[src/rtl/io_bus_pkg.sv]
// Shared types and constants for the peripheral IO bus arbiter.
package io_bus_pkg;

    // Access sequencing: wait for a request, run one bus access, then one completion cycle.
    typedef enum logic [1:0] {
        IDLE   = 2'd0,
        ACCESS = 2'd1,
        DONE   = 2'd2
    } state_t;

    // Master indices as used by the round-robin grant and the owner register.
    localparam logic MASTER_CPU = 1'b0;
    localparam logic MASTER_AUX = 1'b1;

    // Read data returned to a master whose access ran out of time.
    localparam logic [31:0] DEFAULT_ERR_VALUE = 32'hDEAD_BEEF;

endpackage

[src/rtl/io_rr_arbiter.sv]
// Two-way round-robin picker: a lone request wins, and on a tie the master
// that did not win last time is chosen. Purely combinational.
module io_rr_arbiter
    import io_bus_pkg::*;
(
    input  logic [1:0] Req,
    input  logic       LastGrant,
    output logic       GrantIdx,
    output logic       Valid
);

    // Pick the winner from the current requests and the previous grant.
    always_comb begin
        Valid    = |Req;
        GrantIdx = MASTER_CPU;
        if (Req == 2'b11) begin
            GrantIdx = ~LastGrant;
        end else if (Req[1]) begin
            GrantIdx = MASTER_AUX;
        end
    end

endmodule

[src/rtl/io_bus_arbiter.sv]
// Shares one peripheral IO bus between the CPU port (M0) and a second master (M1).
//
// Handshake: a master raises Mx_Req with its Write/Address/DataOut and holds them
// until Mx_Ack. Mx_Ack is a one-cycle pulse; Mx_Err and Mx_DataIn are valid with it,
// and Mx_DataIn holds until that master's next ack. On the peripheral side P_Sel
// marks an access in progress with P_Write/P_Address/P_DataOut stable throughout;
// the access ends in the cycle the peripheral raises P_Ready, or after TIMEOUT
// cycles without it (TIMEOUT = 0 waits forever).
module io_bus_arbiter
    import io_bus_pkg::*;
#(
    parameter int                    DATA_WIDTH = 32,
    parameter int                    ADDR_WIDTH = 9,
    parameter int                    TIMEOUT    = 16,
    parameter logic [DATA_WIDTH-1:0] ERR_VALUE  = DATA_WIDTH'(DEFAULT_ERR_VALUE)
) (
    input  logic                  CLK,
    input  logic                  Reset,
    input  logic                  M0_Req,
    input  logic                  M0_Write,
    input  logic [ADDR_WIDTH-1:0] M0_Address,
    input  logic [DATA_WIDTH-1:0] M0_DataOut,
    output logic                  M0_Ack,
    output logic                  M0_Err,
    output logic [DATA_WIDTH-1:0] M0_DataIn,
    input  logic                  M1_Req,
    input  logic                  M1_Write,
    input  logic [ADDR_WIDTH-1:0] M1_Address,
    input  logic [DATA_WIDTH-1:0] M1_DataOut,
    output logic                  M1_Ack,
    output logic                  M1_Err,
    output logic [DATA_WIDTH-1:0] M1_DataIn,
    output logic                  P_Sel,
    output logic                  P_Write,
    output logic [ADDR_WIDTH-1:0] P_Address,
    output logic [DATA_WIDTH-1:0] P_DataOut,
    input  logic [DATA_WIDTH-1:0] P_DataIn,
    input  logic                  P_Ready,
    output state_t                DebugState
);

    // Counter is at least one bit wide so TIMEOUT = 0 still elaborates.
    localparam int            CW          = (TIMEOUT > 0) ? $clog2(TIMEOUT + 1) : 1;
    localparam int            TO_LAST_I   = (TIMEOUT > 0) ? TIMEOUT - 1 : 0;
    localparam logic [CW-1:0] TO_LAST     = CW'(TO_LAST_I);
    localparam bit            HAS_TIMEOUT = (TIMEOUT != 0);

    state_t                state;
    state_t                nextState;
    logic                  owner;
    logic                  latWrite;
    logic [ADDR_WIDTH-1:0] latAddress;
    logic [DATA_WIDTH-1:0] latData;
    logic [CW-1:0]         waitCount;
    logic                  lastGrant;
    logic                  errFlag;
    logic                  grantIdx;
    logic                  grantValid;
    logic                  loadGrant;
    logic                  finishOk;
    logic                  finishTimeout;
    logic                  doneCycle;

    io_rr_arbiter uArb (
        .Req       ({M1_Req, M0_Req}),
        .LastGrant (lastGrant),
        .GrantIdx  (grantIdx),
        .Valid     (grantValid)
    );

    // State register; reset abandons any access without acknowledging it.
    always_ff @(posedge CLK) begin
        if (Reset) begin
            state <= IDLE;
        end else begin
            state <= nextState;
        end
    end

    // Next state, per-cycle strobes and bus/ack outputs.
    always_comb begin
        nextState     = state;
        loadGrant     = 1'b0;
        finishOk      = 1'b0;
        finishTimeout = 1'b0;
        doneCycle     = 1'b0;
        P_Sel         = 1'b0;
        case (state)
            IDLE: begin
                if (grantValid) begin
                    loadGrant = 1'b1;
                    nextState = ACCESS;
                end
            end
            ACCESS: begin
                P_Sel = 1'b1;
                // A ready peripheral beats a timeout landing in the same cycle.
                if (P_Ready) begin
                    finishOk  = 1'b1;
                    nextState = DONE;
                end else if (HAS_TIMEOUT && (waitCount == TO_LAST)) begin
                    finishTimeout = 1'b1;
                    nextState     = DONE;
                end
            end
            DONE: begin
                doneCycle = 1'b1;
                nextState = IDLE;
            end
            default: begin
                nextState = IDLE;
            end
        endcase
        P_Write    = P_Sel & latWrite;
        P_Address  = P_Sel ? latAddress : '0;
        P_DataOut  = P_Sel ? latData : '0;
        M0_Ack     = doneCycle & (owner == MASTER_CPU);
        M1_Ack     = doneCycle & (owner == MASTER_AUX);
        M0_Err     = M0_Ack & errFlag;
        M1_Err     = M1_Ack & errFlag;
        DebugState = state;
    end

    // Latched request, wait counter, round-robin history and per-master read data.
    always_ff @(posedge CLK) begin
        if (Reset) begin
            owner      <= MASTER_CPU;
            latWrite   <= 1'b0;
            latAddress <= '0;
            latData    <= '0;
            waitCount  <= '0;
            lastGrant  <= MASTER_AUX;
            errFlag    <= 1'b0;
            M0_DataIn  <= '0;
            M1_DataIn  <= '0;
        end else begin
            if (loadGrant) begin
                owner      <= grantIdx;
                lastGrant  <= grantIdx;
                latWrite   <= grantIdx ? M1_Write   : M0_Write;
                latAddress <= grantIdx ? M1_Address : M0_Address;
                latData    <= grantIdx ? M1_DataOut : M0_DataOut;
                waitCount  <= '0;
            end
            if (P_Sel) begin
                waitCount <= waitCount + CW'(1);
            end
            if (doneCycle) begin
                waitCount <= '0;
            end
            if (finishOk) begin
                errFlag <= 1'b0;
                if (!latWrite) begin
                    if (owner == MASTER_AUX) M1_DataIn <= P_DataIn;
                    else                     M0_DataIn <= P_DataIn;
                end
            end
            if (finishTimeout) begin
                errFlag <= 1'b1;
                if (!latWrite) begin
                    if (owner == MASTER_AUX) M1_DataIn <= ERR_VALUE;
                    else                     M0_DataIn <= ERR_VALUE;
                end
            end
        end
    end

endmodule

[config.mk]
export PLATFORM = sky130hd
export DESIGN_NAME = io_bus_arbiter
export DESIGN_NICKNAME = d
export VERILOG_FILES = /design/src/rtl/io_bus_pkg.sv /design/src/rtl/io_rr_arbiter.sv /design/src/rtl/io_bus_arbiter.sv
export SDC_FILE = /design/constraint.sdc
export NUM_CORES = 1
export LEC_CHECK = 0
export ABC_AREA = 1
export CAP_MARGIN = 20
export CORE_MARGIN = 10
export CORE_UTILIZATION = 46
export CTS_CLUSTER_DIAMETER = 40
export DETAILED_ROUTE_END_ITERATION = 6
export PLACE_DENSITY_LB_ADDON = 0.2
export SLEW_MARGIN = 25
export SYNTH_ARGS = -nofsm -noshare
export SYNTH_HDL_FRONTEND = slang
export SYNTH_SLANG_ARGS = --single-unit
[constraint.sdc]
create_clock -name CLK -period 3.6 [get_ports CLK]
set_input_delay 0.72 -clock CLK [delete_from_list [all_inputs] [get_ports CLK]]
set_output_delay 0.72 -clock CLK [all_outputs]
set_load 0.05 [all_outputs]
**After elaboration in Yosys (flattened, before gate mapping)**

Index checks and enable logic that the tools add are counted.

- Flip-flop bits (word level): 116
- Word-level logic and storage cells: 66

- $add $sub $neg: 1
- Equal/unequal tests: 6
- Mux-type cells: 36
- Bitwise logic cells: 7
- Reduce and logical (&&, ||, !) cells: 6

Operators with widths:

| cell | count |
|---|---|
| 32-bit 2-to-1 mux | 14 |
| 9-bit 2-to-1 mux | 2 |
| 1-bit 2-to-1 mux | 14 |
| 5-bit 2-to-1 mux | 2 |
| 2-bit 2-to-1 mux | 3 |
| 5-bit by 1-bit adder with 5-bit output (second input constant) | 1 |
| 1-bit AND | 5 |
| 5-bit by 4-bit == test with 1-bit output (second input constant) | 1 |
| 2-bit == test (second input constant) | 2 |
| 2-bit one-hot mux with 2 select lines | 1 |
| 2-bit nonzero test | 2 |
| 2-bit OR reduction | 2 |
| 3-bit != test (second input constant) | 1 |
| 2-bit by 1-bit == test with 1-bit output (second input constant) | 1 |
| 2-bit logical NOT | 1 |
| 2-bit != test (second input constant) | 1 |
| 1-bit NOT | 2 |
| 2-bit AND reduction | 1 |

**Longest topological paths before layout**

- Depth in word-level cells: 6
- Depth in mapped cells: 11

**By module**

From an unflattened synthesis, not the netlist that was laid out.

- Cells, all modules: 822
- Area total of the unflattened synthesis: 5436.5 um^2

By module, submodules not included:

| module | instances | cells an instance | area an instance (um^2) | seq. area each (um^2) |
|---|---|---|---|---|
| io_bus_arbiter | 1 | 819 | 5421.4 | 2322.2 |
| io_rr_arbiter | 1 | 3 | 15.0 | 0.0 |

**Worst setup path before layout**

Ideal clock, no wire load.

- Kind: register to output
- Start: reg state[1] (netlist: DebugState[1])
- End: out M0_Err
- Arrival: 2075 ps
- Setup slack: 805 ps
- Cell stages (with the launch flop): 3
- Path buffers: 0
- Path through: dfxtp_1 -> nand2_1 -> nor3_1

- Word-level cells in the longest chain between the ends: 4

RTL lines:

| item | line | RTL |
|---|---|---|
| from (decl) | io_bus_arbiter.sv:48 | `state_t state;` |
| from (signal assigned) | io_bus_arbiter.sv:76 | `state <= nextState;` |
| 2-bit == test | io_bus_arbiter.sv:88 | `case (state)` |
| 1-bit 2-to-1 mux | io_bus_arbiter.sv:88 |  |
| 1-bit AND | io_bus_arbiter.sv:117 | `M0_Ack = doneCycle & (owner == MASTER_CPU);` |
| 1-bit AND | io_bus_arbiter.sv:119 | `M0_Err = M0_Ack & errFlag;` |
| to (decl) | io_bus_arbiter.sv:24 | `output logic M0_Err,` |

Every way passes these cells.

**Worst setup path after layout**

- Start: reg state[1] (netlist: DebugState[1])
- End: out P_DataOut[29]

- Word-level cells in the longest chain between the ends: 3

RTL lines:

| item | line | RTL |
|---|---|---|
| 2-bit by 1-bit == test with 1-bit output | io_bus_arbiter.sv:88 |  |
| 1-bit 2-to-1 mux | io_bus_arbiter.sv:88 |  |
| 32-bit 2-to-1 mux | io_bus_arbiter.sv:116 | `P_DataOut = P_Sel ? latData : '0;` |
| to (decl) | io_bus_arbiter.sv:36 | `output logic [DATA_WIDTH-1:0] P_DataOut,` |

Every way passes these cells.

==> impl_metrics.csv <==
group,metric,value,unit
finish,diodes,0,
floorplanning,dieWidth,129.9,um
worst_setup_path,cp.arrival,2550,ps
sta,rsz0062_at_grt,"no",
worst_setup_path,r2r-start,"waitCount[0]",
sta,worst_pin_slew,868.5,ps
drt,drc,0,
clock_tree,post-cts-setup-buffer-count,0,
sta,fin_crit_sh,0.9089,
logic_synthesis,synth_top_cell_area_share,0.4178,
sta,final.min_clock_period,3272,ps
sta,hold-worst-slack,460.2,ps
worst_setup_path,path_cells,"inv_2 > nand2_2 > nor2_1 > clkdlybuf4s50_1",
logic_synthesis,synth_area_leaders,"dfxtp_1, nand2_1, nand3_1",
worst_setup_path,crit_path_start_kind,"flip-flop",
clock_tree,cts_tree,"yes",
logic_synthesis,synth_top_family_by_area,"simple AND/OR/NAND/NOR gates",
finish,layout-drive-gt1-share,0.05336,
logic_synthesis,synth-adder-area-share,0.004502,
worst_setup_path,crit_start,"DebugState[1]",
drt,wl,19010,um
clock_tree,clk_pin_slew,50,ps
worst_hold_path,min_path_type,"reg -> reg",
clock_tree,cts_num_sinks,116,
logic_synthesis,synth_ff_type,"dfxtp_1",
sta,setup_viol,0,
logic_synthesis,yosys_register_bits,116,
floorplanning,ios,234,
logic_synthesis,yosys_warnings,0,
worst_setup_path,required,2880,ps
grt,grt_pass1_wl,29460,um
clock_tree,clk-insertion-delay-late,400,ps
worst_setup_path,rrSetupSlack,1330,ps
finish,area_delta_synth_final,53.06,%
logic_synthesis,ys_seq_area_frac,0.4178,
grt,grt_pass1_vias,5970,
worst_setup_path,critical_path.max_fanout,47,
placement,portBuffers,233,
floorplanning,dieHeight,129.9,um
logic_synthesis,synth_compound_area_frac,0.08577,
logic_synthesis,synthSimpleGateAreaFrac,0.3760,
power,vdd_drop_max,0.3760,mV
drt,drt_pass1_iterations,5,
drt,drt_iter0_markers,440,
placement,dpl_worst_slack,737.5,ps
floorplanning,row_count,40,
drt,final_antenna_net_count,0,
sta,slew_viol_final,0,
drt,dr_total_vias,6123,
logic_synthesis,synth-xor-area-share,0,
logic_synthesis,syn-num-nets,990,
floorplanning,start_util,0.4666,
finish,layout.cells.non_filler,1234,
power,p_leak,3.859,nW
sta,finalHoldViolCount,0,
job,maxCapViolCount,0,
clock_tree,cts_resized,0,
floorplanning,dieArea,16880,um2
status,status,"complete, no violations",
placement,dp_hpwl,13210,um
finish,final_nets,1197,
logic_synthesis,async_flop_share,0,
worst_setup_path,worstReg2RegEnd,"M0_DataIn[20]",
logic_synthesis,syn-cell-area,5558,um2
grt,track_usage,0.2173,
sta,fin_tns_setup,0,ps
worst_setup_path,cp-end-kind,"primary output",
placement,routabilityCongestion,0.8524,
power,p_per_area,449.4,nW/um2
sta,fmax,305.6,MHz
floorplanning,core,11910,um2
sta,fin_worst_skew,10.26,ps
worst_setup_path,cp-endpoint,"P_DataOut[29]",
worst_hold_path,whs_path_depth,2,
logic_synthesis,yosysMostFrequentCell,"nand2_1",
drt,wl_per_cell,15.41,um
worst_setup_path,r2r_cells,9,
worst_hold_path,min_from,"M1_DataIn[22]",
logic_synthesis,synth_top_area_cell,"dfxtp_1",
logic_synthesis,synth_common_cells,"nand2_1, nand3_1, dfxtp_1",
worst_setup_path,max_stage_delay,850,ps
clock_tree,cts_buffers,17,
worst_setup_path,crit_type,"reg -> out",
drt,viasPerCell,4.962,
logic_synthesis,syn_inst,867,
sta,fin_ws,327.8,ps
clock_tree,h-tree-depth,4,
grt,grt-ovfl-total,0,
worst_setup_path,slowest_stage,"clkdlybuf4s50_1",
grt,antenna_found_initial,0,
sta,slew_headroom,0.4190,
logic_synthesis,yosys.cell_types.count,23,
logic_synthesis,synth_mux_area_frac,0,
clock_tree,cts_root_buf,"clkbuf_16",
finish,final_core_util,0.7142,
grt,grt_max_degree,51,
logic_synthesis,synth_edf_count,0,
clock_tree,cts_hold_buf,0,
clock_tree,clockBufferDepth,2,
placement,place_inst,1202,
logic_synthesis,avgSynthCellArea,6.410,um2
layer usage:
layer  up-vias  wire length (um)  global-route usage  part of all wire
met5         -                 0                   0                 0
met4         0               334             0.06614             0.018
met3        27              1814             0.08519             0.095
met2       241              9001              0.3629              0.47
met1      2739              7860              0.2515              0.41
li1       3116                 -                   -                 -
final cells by class:
cell class | instances | area (um2)
Clock inverter | 10 | 130.1
Clock buffer | 22 | 464.2
Inverter | 102 | 382.9
Tap cell | 147 | 183.9
Multi-Input combinational cell | 592 | 2599
Sequential cell | 116 | 2322
Fill cell | 1020 | 3405
Timing Repair Buffer | 245 | 2425
per-stage QoR:
stage          area (um2)  power [mW]
2_1_floorplan        5558       1.858
3_3_place_gp         7913       2.151
3_5_place_dp         7913       2.159
4_1_cts              8507       3.844
5_1_grt              8507       3.980
6_report             8507       3.823
registers in the layout, indices dropped and copies added, names as in the netlist:
register	cells
M0_DataIn	32
M1_DataIn	32
latData	32
latAddress	9
waitCount	5
DebugState	2
errFlag	1
lastGrant	1
latWrite	1
owner	1
cells by family (layout without fill, tap and decap cells):
| logic type | Yosys count | in the layout |
|---|---|---|
| compound gates | 94 | 94 |
| buf+inv | 159 | 379 |
| flops | 116 | 116 |
| simple gates | 496 | 496 |
| fa+ha+maj | 2 | 2 |
critical path: cells and delay by family (launching register included):
kind / cells / cell delay [ps]
buf+inv: 2 / 960
flops: 1 / 400
simple gates: 2 / 770
placed cells by master (no fill, tap or decap), drive strengths merged, types with 4 or more instances in the layout:
cell type and n:
a21oi 66, buf 14, clkbuf 22, clkdlybuf4s50 231
clkinv 5, dfxtp 116, inv 102, nand2 300
nand3 133, nor2 58, nor3 4, o21ai 27
power breakdown:
group | internal [mW] | switching (mW)
Clock | 1.12 | 0.569
Combinational | 0.286 | 0.458
Sequential | 1.35 | 0.0394
worst min-delay path by stage:
stage	to	slack (ps)
5_1_grt	latData[7]	480
6_report	M1_DataIn[22]	460
4_1_cts	M1_DataIn[22]	460
2_1_floorplan	lastGrant	430
3_5_place_dp	M0_DataIn[8]	460
3_3_place_gp	M0_DataIn[14]	450
(Power assumes the default switching activity.)
